[config.mk]
export PLATFORM = sky130hd
export DESIGN_NAME = spimem_arbiter
export DESIGN_NICKNAME = d
export VERILOG_FILES = /design/src/rtl/spimem_arbiter.sv
export SDC_FILE = /design/constraint.sdc
export NUM_CORES = 1
export LEC_CHECK = 0
export BUFFER_PORTS_ARGS = -buffer_cell sky130_fd_sc_hd__buf_2
export CORE_MARGIN = 2
export CORE_UTILIZATION = 55
export CTS_BUF_LIST = sky130_fd_sc_hd__clkbuf_4 sky130_fd_sc_hd__clkbuf_8
export DETAILED_ROUTE_END_ITERATION = 12
export PLACE_DENSITY_LB_ADDON = 0.2
export SLEW_MARGIN = 20
export SYNTH_ARGS = -nofsm -noshare
export SYNTH_HDL_FRONTEND = slang
export SYNTH_SLANG_ARGS = --single-unit
[constraint.sdc]
create_clock -name clk -period 4.19 [get_ports clk]
set_input_delay 0 -clock clk [delete_from_list [all_inputs] [get_ports clk]]
set_output_delay 0 -clock clk [all_outputs]
set_load 0.01 [all_outputs]
[src/rtl/spimem_arbiter.sv]
`default_nettype none
// ============================================================================
//  Module      : spimem_arbiter
//  Description : Two-master round-robin read arbiter in front of a shared
//                SPI memory slave. Adds a guaranteed idle cycle between slave
//                transactions, a per-transaction timeout with error data, and
//                a sticky error flag that remembers the first failing address.
//  Revision    : 1.0 - initial release
// ============================================================================
module spimem_arbiter #(
  parameter int          TIMEOUT_CYCLES = 64,
  parameter logic [31:0] ERR_RDATA      = 32'hFFFF_FFFF
) (
  input  logic        clk,
  input  logic        resetn,
  input  logic        m0_valid,
  input  logic        m1_valid,
  input  logic [23:0] m0_addr,
  input  logic [23:0] m1_addr,
  output logic        m0_ready,
  output logic        m1_ready,
  output logic [31:0] m0_rdata,
  output logic [31:0] m1_rdata,
  output logic        s_valid,
  output logic [23:0] s_addr,
  input  logic        s_ready,
  input  logic [31:0] s_rdata,
  input  logic        err_clr,
  output logic        err,
  output logic [23:0] err_addr,
  output logic        busy
);

  typedef enum logic [1:0] {
    IDLE = 2'd0,
    BUSY = 2'd1,
    GAP  = 2'd2
  } state_t;

  // Counter value of the last BUSY cycle we are willing to wait.
  localparam logic [7:0] TMO_LAST = 8'(TIMEOUT_CYCLES - 1);

  state_t      state;
  state_t      state_next;
  logic        last_grant;   // 0 = m0, 1 = m1; also the owner while BUSY/GAP
  logic [7:0]  tmo_cnt;

  logic        req_any;
  logic        pick;         // master chosen if a grant happens this cycle
  logic        owner_valid;  // request line of the master holding the slave
  logic        start;
  logic        abort;
  logic        done;
  logic        tmo;

  assign req_any     = m0_valid | m1_valid;
  // On a tie the master that was not served last wins; otherwise the asker.
  assign pick        = (m0_valid & m1_valid) ? ~last_grant : m1_valid;
  assign owner_valid = last_grant ? m1_valid : m0_valid;

  assign s_valid     = (state == BUSY);
  assign busy        = (state != IDLE);

  // Next-state and transaction-event decode.
  always_comb begin
    state_next = state;
    start      = 1'b0;
    abort      = 1'b0;
    done       = 1'b0;
    tmo        = 1'b0;
    case (state)
      IDLE: begin
        if (req_any) begin
          start      = 1'b1;
          state_next = BUSY;
        end
      end
      BUSY: begin
        // A withdrawn request beats everything; a late s_ready beats timeout.
        if (!owner_valid) begin
          abort      = 1'b1;
          state_next = GAP;
        end else if (s_ready) begin
          done       = 1'b1;
          state_next = GAP;
        end else if (tmo_cnt == TMO_LAST) begin
          tmo        = 1'b1;
          state_next = GAP;
        end
      end
      GAP: begin
        state_next = IDLE;
      end
      default: begin
        state_next = IDLE;
      end
    endcase
  end

  // State register.
  always_ff @(posedge clk or negedge resetn) begin
    if (!resetn) begin
      state <= IDLE;
    end else begin
      state <= state_next;
    end
  end

  // Grant bookkeeping and the registered slave address.
  always_ff @(posedge clk or negedge resetn) begin
    if (!resetn) begin
      last_grant <= 1'b1;
      s_addr     <= 24'h000000;
    end else if (start) begin
      last_grant <= pick;
      s_addr     <= pick ? m1_addr : m0_addr;
    end
  end

  // Timeout counter: cleared on grant, counts BUSY cycles without s_ready.
  always_ff @(posedge clk or negedge resetn) begin
    if (!resetn) begin
      tmo_cnt <= 8'd0;
    end else if (start) begin
      tmo_cnt <= 8'd0;
    end else if (state == BUSY && !s_ready) begin
      tmo_cnt <= tmo_cnt + 8'd1;
    end
  end

  // Completion pulses and per-master read data (held between completions).
  always_ff @(posedge clk or negedge resetn) begin
    if (!resetn) begin
      m0_ready <= 1'b0;
      m1_ready <= 1'b0;
      m0_rdata <= 32'h0000_0000;
      m1_rdata <= 32'h0000_0000;
    end else begin
      m0_ready <= 1'b0;
      m1_ready <= 1'b0;
      if (done || tmo) begin
        if (last_grant) begin
          m1_ready <= 1'b1;
          m1_rdata <= done ? s_rdata : ERR_RDATA;
        end else begin
          m0_ready <= 1'b1;
          m0_rdata <= done ? s_rdata : ERR_RDATA;
        end
      end
    end
  end

  // Sticky error flag; a timeout in the same cycle as err_clr keeps it set.
  always_ff @(posedge clk or negedge resetn) begin
    if (!resetn) begin
      err <= 1'b0;
    end else if (tmo) begin
      err <= 1'b1;
    end else if (err_clr) begin
      err <= 1'b0;
    end
  end

  // First failing address: only captured while no error is outstanding.
  always_ff @(posedge clk or negedge resetn) begin
    if (!resetn) begin
      err_addr <= 24'h000000;
    end else if (tmo && !err) begin
      err_addr <= s_addr;
    end
  end

endmodule
`default_nettype wire

==> flow_summary.yaml, run 1 <==
routing:
  vias_per_cell: 5.12
  routedWlPerCell_um: 16.5
  num_vias: 4831
  drtIter0Drc: 261
  dr.pass1.iters: 7
  wl_mm: 15.6
  drcViolationCount: 0
  drtAntennaViolNets: 0
yosys:
  yosysSeqAreaShare: 0.524
  ys.flop_type: "dfrtp_1"
  synth_cells: 504
  synth-edff-count: 0
  synth.distinct_cells: 40
  ys_warn_count: 0
  syn-num-nets: 591
  synth.avg_cell_area_sq_um: 11.9
  async_reset_ff_frac: 1.00
  synth_seq_cells: 126
  netlist_area_sq_um: 6010
clock_tree:
  clock_path_buffers: 2
  htree_levels: 4
  numClockSinks: 126
  post-cts-setup-buffer-count: 0
  cts-buffers-inserted: 17
  cts_tree: "built"
  cts.repair.resized: 0
  clock_latency_ns: 0.44
  cts.clk_slew.worst_paths_ns: 0.07
  cts-root-buf: "clkbuf_8"
  hold_buffers: 85
global_routing:
  grt_first_pass_wirelength_mm: 25.0
  track_usage: 0.279
  grt_max_degree: 65
  antenna_found_initial: 0
  overflow: 0
  grt_pass1_vias: 5088
place:
  dp_cells: 826
  dp_hpwl_mm: 9.63
  place_congestion: 0.770
  place_area_sq_um: 7100
  place_ws_ns: 1.80
  numPortBuffers: 202
floorplanning:
  fp-row-count: 38
  pin_count: 203
  die_height_um: 109
  start_util: 0.560
  fp.coreArea_sq_um: 10700
  die_x_um: 109
  dieArea_sq_um: 11800
sta:
  drv_slew: 0
  finalSetupViolCount: 0
  fin_crit_sh: 0.571
  slew_headroom: 0.374
  finalHoldViolations: 0
  worst_hold_slack_ns: 0.0408
  setup_ws_ns: 1.80
  tightestPinTransition_ns: 0.937
  fin_skew_ns: 0.00877
  period_needed_ns: 2.39
  max_freq_mhz: 418
  fin_tns_setup_ns: 0
  rsz0062_at_grt: "no"
outcome:
  status: "complete, no violations"
worst_setup_path:
  crit_arrival_ns: 2.70
  crit_type: "flop to flop"
  cp-end-kind: "flop"
  start_kind: "flop"
  critPathMaxFanout: 37
  crit_required_ns: 4.50
cells_and_area:
  final_nets: 877
  syn_to_final_growth_pct: 39.5
  instances_no_fill: 943
  stdcell_area_sq_um: 8390
  drive_gt1_frac: 0.403
  antennaDiodeCount: 0
  fin_util: 0.781
  layout.cells.most_common: "buf_2"
  final_cell_mix: "buf_2, dfrtp_1, dlygate4sd3_1"
power:
  power_density_nw_per_um2: 505
  ir_drop_uv: 338
  p_leak_nw: 4.08
  finalPower_mw: 4.24
job:
  drv_cap: 0
worst_hold_path:
  hold_path_class: "primary input to flop"
==> synth_stat cells, types with 4 or more instances <==
library cell | count | area [sq um]
dfrtp_1 | 125 | 3130
a21oi_1 | 70 | 350
inv_1 | 67 | 251
mux2i_1 | 66 | 661
mux2_2 | 50 | 563
nand2b_1 | 31 | 194
mux2_4 | 21 | 315
buf_2 | 9 | 45.0
buf_4 | 9 | 67.6
nand2_1 | 6 | 22.5
clkbuf_1 | 5 | 18.8
nor2_1 | 4 | 15.0
o21ai_0 | 4 | 20.0
==> flip-flops by register name, summed over array words and instances (netlist names) <==
register and flops:
err_addr 24, m1_ready 1, m0_ready 1, err 1
s_addr 24, tmo_cnt 8, state 2, last_grant 1
m0_rdata 32, m1_rdata 32
==> metal layers <==
layer  part of all wire  track usage  up-vias
met5                  0            0        -
met4              0.017       0.0925        0
met3              0.082        0.107       26
li1                   -            -     2278
met2               0.51        0.487      179
met1               0.39        0.314     2348
==> final timing paths <==
| check | depth (start not counted) | to | start | slack (ns) |
|---|---|---|---|---|
| setup / recovery | 5 | m1_rdata[4] | tmo_cnt[0] | 1.80 |
| hold / removal | 4 | m1_rdata[0] | s_rdata[0] | 0.04 |
| setup reg to reg | 5 | m1_rdata[4] | tmo_cnt[0] | 1.80 |
| hold reg to reg | 1 | tmo_cnt[7] | tmo_cnt[7] | 0.50 |
| max in group asynchronous | 3 | tmo_cnt[1] | resetn | 3.33 |
| min in group asynchronous | 3 | m1_rdata[23] | resetn | 0.21 |
==> report_power, final <==
group | internal, mW | switching [mW] | leakage [nW]
clock network | 0.698 | 0.479 | 0.221
registers | 1.48 | 0.227 | 1.68
logic | 0.677 | 0.675 | 2.18
==> cells by family (layout without fill, tap and decap cells) <==
| family | Yosys count | in the layout | share of synthesized area |
|---|---|---|---|
| mux | 139 | 139 | 0.260 |
| flops | 126 | 126 | 0.524 |
| simple gates | 62 | 62 | 0.0711 |
| buf+inv | 93 | 392 | 0.0693 |
| compound gates | 81 | 81 | 0.0705 |
| fa+ha+maj | 1 | 1 | 0.00208 |
| xor+xnor | 2 | 2 | 0.00291 |
==> worst max-delay path, cell delays in order (launching register included) <==
cell     delay, ns
dfrtp_1       0.41
ha_1          0.24
and3_2        0.27
a21oi_4       0.75
buf_4         0.45
a21oi_1       0.13
==> final cells by class <==
class                   instances  area [sq um]
flip-flops and latches        126          3150
multi-input cells             285          2460
fillers                       678          2360
repair buffers                293          1900
clock buffers                  21           283
inverters                      67           251
well taps                     140           175
clock inverters                11           163
Note: power is estimated with default switching activity, not from simulation.
==> run 2: changes to the inputs <==
--- a/config.mk
+++ b/config.mk
@@ -7,7 +7,7 @@
 export LEC_CHECK = 0
 export BUFFER_PORTS_ARGS = -buffer_cell sky130_fd_sc_hd__buf_2
 export CORE_MARGIN = 2
-export CORE_UTILIZATION = 55
+export CORE_UTILIZATION = 52
 export CTS_BUF_LIST = sky130_fd_sc_hd__clkbuf_4 sky130_fd_sc_hd__clkbuf_8
 export DETAILED_ROUTE_END_ITERATION = 12
 export PLACE_DENSITY_LB_ADDON = 0.2
==> constraint.sdc (replaced) <==
create_clock -name clk -period 2.3 [get_ports clk]
set_input_delay 0 -clock clk [delete_from_list [all_inputs] [get_ports clk]]
set_output_delay 0 -clock clk [all_outputs]
set_load 0.01 [all_outputs]
==> flow_summary.yaml, run 2 (synthesized netlist as in run 1, its figures left out) <==
worst_setup_path:
  path_cells: "a21boi_2 > buf_4 > mux2_2 > dlygate4sd3_1 > mux2_1"
  critPathMaxFanout: 12
  start_kind: "flop"
  ff2ff_setup_slack_ns: 0.14
  cp_slowest_stage_delay_ns: 0.60
  crit_arrival_ns: 2.47
  crit_required_ns: 2.61
  crit_buf_inv: 2
  cp-end-kind: "flop"
  r2r-start: "last_grant"
  crit_type: "flop to flop"
  reg2reg_to: "s_addr[3]"
  r2r_cells: 5
  worst_path_max_delay_cell: "dfstp_2"
  path_delay_family: "buffers and inverters"
sta:
  rsz0062_at_grt: "no"
  drv_slew: 0
  tightestPinTransition_ns: 0.615
  slew_headroom: 0.590
  fin_crit_sh: 0.941
  max_freq_mhz: 462
  finalHoldViolations: 0
  fin_skew_ns: 0.00623
  finalSetupViolCount: 0
  period_needed_ns: 2.16
  fin_tns_setup_ns: 0
routing:
  routedWlPerCell_um: 16.4
  wl_mm: 15.6
  dr.pass1.iters: 4
  num_vias: 4855
  drcViolationCount: 0
  vias_per_cell: 5.10
  drtIter0Drc: 302
  drtAntennaViolNets: 0
place:
  place_area_sq_um: 7190
  dp_hpwl_mm: 9.73
  numPortBuffers: 202
  place_congestion: 0.775
outcome:
  status: "complete, no violations"
clock_tree:
  cts.repair.resized: 0
  cts-root-buf: "clkbuf_8"
  cts-buffers-inserted: 17
  cts.clk_slew.worst_paths_ns: 0.08
  clock_latency_ns: 0.42
  clock_path_buffers: 2
  cts_tree: "built"
  numClockSinks: 126
  htree_levels: 4
power:
  finalPower_mw: 7.42
  ir_drop_uv: 493
  power_density_nw_per_um2: 883
  p_leak_nw: 4.08
cells_and_area:
  layout.cells.most_common: "buf_2"
  syn_to_final_growth_pct: 39.6
  final_nets: 883
  final_cell_mix: "buf_2, dfrtp_1, dlygate4sd3_1"
  stdcell_area_sq_um: 8400
  fin_util: 0.739
  reg_top3: "m0_rdata x32, m1_rdata x32"
  drive_gt1_frac: 0.408
  antennaDiodeCount: 0
worst_hold_path:
  hold_path_class: "primary input to async pin"
floorplanning:
  fp-row-count: 39
  dieArea_sq_um: 12400
  die_x_um: 112
  fp.coreArea_sq_um: 11400
  pin_count: 203
  die_height_um: 112
  start_util: 0.529
global_routing:
  antenna_found_initial: 0
  overflow: 0
  grt_max_degree: 58
  grt_pass1_vias: 5159
  track_usage: 0.256
  grt_first_pass_wirelength_mm: 25.5
job:
  drv_cap: 0
==> run 2: changes by cell type in the layout (fill, tap and decap cells not counted), sizes merged <==
cell,previous run,this run
buf,209,215
bufinv,4,1
inv,67,68
clkinv,4,5
clkbuf,21,18
clkinvlp,3,7
==> run 2: cell type report <==
class	instances	area, sq um
Clock inverter	14	120
Fill cell	773	2970
Multi-Input combinational cell	285	2460
Sequential cell	126	3150
Clock buffer	18	248
Tap cell	143	179
Inverter	67	251
Timing Repair Buffer	299	1990
==> run 2: power breakdown <==
part | total (mW) | switching (mW) | internal, mW
clock network | 1.78 | 0.908 | 0.876
registers | 3.11 | 0.413 | 2.70
logic | 2.52 | 1.24 | 1.28
total | 7.42 | 2.56 | 4.85
==> run 2: what timing repair did <==
action / in CTS / in global routing
endpoints found under the hold margin: 214 / 0
hold buffers: 84 / 0
buffers inserted: 0 / 0
endpoints found under the setup margin: 0 / 0
==> run 2: layer usage <==
layer  GRT usage  share of wire  vias to the layer above
met1       0.321           0.43                     2357
met4       0.103          0.027                        0
met2       0.429           0.49                      180
li1            -              -                     2283
met3      0.0637          0.058                       35
met5           0              0                        -
==> run 2: worst max-delay path by stage <==
stage / endpoint / startpoint / depth (start not counted) / slack, ns
floorplan: err_addr[10] / last_grant / 4 / 0.68
global route: s_addr[3] / last_grant / 5 / 0.06
global placement: err_addr[10] / tmo_cnt[0] / 4 / 0.39
finish: s_addr[3] / last_grant / 5 / 0.14
CTS: s_addr[23] / last_grant / 5 / 0.19
detailed placement: err_addr[4] / tmo_cnt[0] / 4 / 0.34
==> run 2: metrics by stage <==
stage	hold slack [ns]	std cells	setup WS, ns
CTS	0.0337	952	0.190
detailed placement	-0.0474	836	0.336
global placement	-0.0538	836	0.392
global route	0.0436	952	0.0624
floorplan	-0.296	504	0.676
finish	0.0476	952	0.135
==> run 2: worst register-to-register path: cells and delay by family, from the launching register on <==
family / cells / cell delay, ns
flops: 1 / 0.60
compound gates: 1 / 0.08
buf+inv: 2 / 0.78
mux: 2 / 0.60
==> run 3: changes to the inputs <==
--- a/config.mk
+++ b/config.mk
@@ -6,6 +6,7 @@
 export NUM_CORES = 1
 export LEC_CHECK = 0
 export BUFFER_PORTS_ARGS = -buffer_cell sky130_fd_sc_hd__buf_2
+export CORE_ASPECT_RATIO = 1.25
 export CORE_MARGIN = 2
 export CORE_UTILIZATION = 52
 export CTS_BUF_LIST = sky130_fd_sc_hd__clkbuf_4 sky130_fd_sc_hd__clkbuf_8
==> flow_summary.yaml, run 3 (synthesized netlist as in run 1, its figures left out) <==
outcome:
  status: "complete, no violations"
power:
  finalPower_mw: 7.69
  p_leak_nw: 4.12
  power_density_nw_per_um2: 910
  ir_drop_uv: 587
place:
  dp_hpwl_mm: 9.72
  dp_cells: 826
  place_ws_ns: 0.317
  numPortBuffers: 202
  place_congestion: 0.806
clock_tree:
  cts-root-buf: "clkbuf_8"
  clock_path_buffers: 2
  cts.clk_slew.worst_paths_ns: 0.07
  htree_levels: 4
  numClockSinks: 126
  cts_tree: "built"
  clock_latency_ns: 0.43
  cts-buffers-inserted: 17
routing:
  wl_mm: 16.0
  dr.pass1.iters: 4
  num_vias: 4929
  drcViolationCount: 0
  drtAntennaViolNets: 0
  drtIter0Drc: 245
  routedWlPerCell_um: 16.9
  vias_per_cell: 5.23
global_routing:
  track_usage: 0.265
  grt_first_pass_wirelength_mm: 25.8
  grt_max_degree: 51
  overflow: 0
  grt_pass1_vias: 5243
  antenna_found_initial: 0
cells_and_area:
  final_cell_mix: "buf_2, dfrtp_1, dlygate4sd3_1"
  instances_no_fill: 943
  reg_top3: "m0_rdata x32, m1_rdata x32"
  drive_gt1_frac: 0.406
  final_nets: 882
  syn_to_final_growth_pct: 40.5
  layout.cells.most_common: "buf_2"
  antennaDiodeCount: 0
  fin_util: 0.755
worst_setup_path:
  crit_arrival_ns: 2.50
  cp_slowest_stage_delay_ns: 0.59
  r2r_cells: 5
  setup.worst_path.end: "s_addr[4]"
  start_kind: "flop"
  crit_top_cell: "mux2_2"
  path_cells: "a21boi_2 > buf_6 > mux2_2 > dlygate4sd3_1 > mux2_2"
  crit_type: "flop to flop"
  reg2reg_to: "s_addr[4]"
  ff2ff_setup_slack_ns: 0.12
  crit_start: "last_grant"
  cp-end-kind: "flop"
  r2r-start: "last_grant"
  worst_path_max_delay_cell: "dlygate4sd3_1"
  crit_required_ns: 2.62
  critPathMaxFanout: 24
sta:
  period_needed_ns: 2.18
  fin_skew_ns: 0.00675
  rsz0062_at_grt: "no"
  fin_tns_setup_ns: 0
  drv_slew: 0
  finalSetupViolCount: 0
  max_freq_mhz: 460
  slew_headroom: 0.563
  fin_crit_sh: 0.946
  setup_ws_ns: 0.125
  finalHoldViolations: 0
  tightestPinTransition_ns: 0.655
floorplanning:
  dieArea_sq_um: 12400
  fp-row-count: 43
  pin_count: 203
  fp.coreArea_sq_um: 11200
  die_x_um: 100
  die_height_um: 124
  start_util: 0.537
job:
  drv_cap: 0
worst_hold_path:
  hold_path_class: "primary input to flop"
-- run 3: worst min path at each step --
stage,from,to,cells past startpoint
after global routing,s_ready,m1_rdata[20],4
after CTS,s_ready,m1_rdata[20],4
after detailed placement,resetn,m1_rdata[29],1
final,s_ready,m0_rdata[20],4
after floorplan,resetn,err,0
after global placement,resetn,m0_rdata[29],1
-- run 3: through the flow --
stage / cell area (sq um) / hold WS, ns
global placement: 7160 / 0.0495
finish: 8450 / 0.0849
global route: 8450 / 0.0920
CTS: 8450 / 0.0663
detailed placement: 7160 / 0.0657
floorplan: 6010 / -0.296
-- run 3: what timing repair did --
action                                  in CTS  in global routing
hold buffers                                85                  0
resized for setup                            0                  1
endpoints found under the hold margin      132                  0
buffers inserted                             0                  0
endpoints found under the setup margin       0                  1
-- run 3: critical path, delay by kind of cell (launching register included) --
| family | cells | cell delay [ns] |
|---|---|---|
| buffers and inverters | 2 | 0.85 |
| AOI/OAI and AO/OA | 1 | 0.15 |
| muxes | 2 | 0.65 |
| DFF | 1 | 0.40 |
-- run 3: final cells by class --
class,instances,area [sq um]
Sequential cell,126,3150
Fill cell,728,2740
Multi-Input combinational cell,285,2460
Timing Repair Buffer,298,1990
Clock buffer,20,263
Inverter,67,251
Tap cell,135,169
Clock inverter,12,168
-- run 3: layer usage --
| metal | vias to the layer above | global-route usage | wire (um) |
|---|---|---|---|
| li1 | 2293 | - | - |
| met5 | - | 0 | 0 |
| met2 | 193 | 0.455 | 8220 |
| met3 | 28 | 0.0781 | 1060 |
| met4 | 0 | 0.0983 | 332 |
| met1 | 2415 | 0.309 | 6360 |
-- run 3: report_power, final --
group          internal [mW]  leakage, nW  switching [mW]
Combinational           1.28         2.22            1.23
Sequential              2.70         1.68           0.402
Clock                   1.22        0.215           0.856
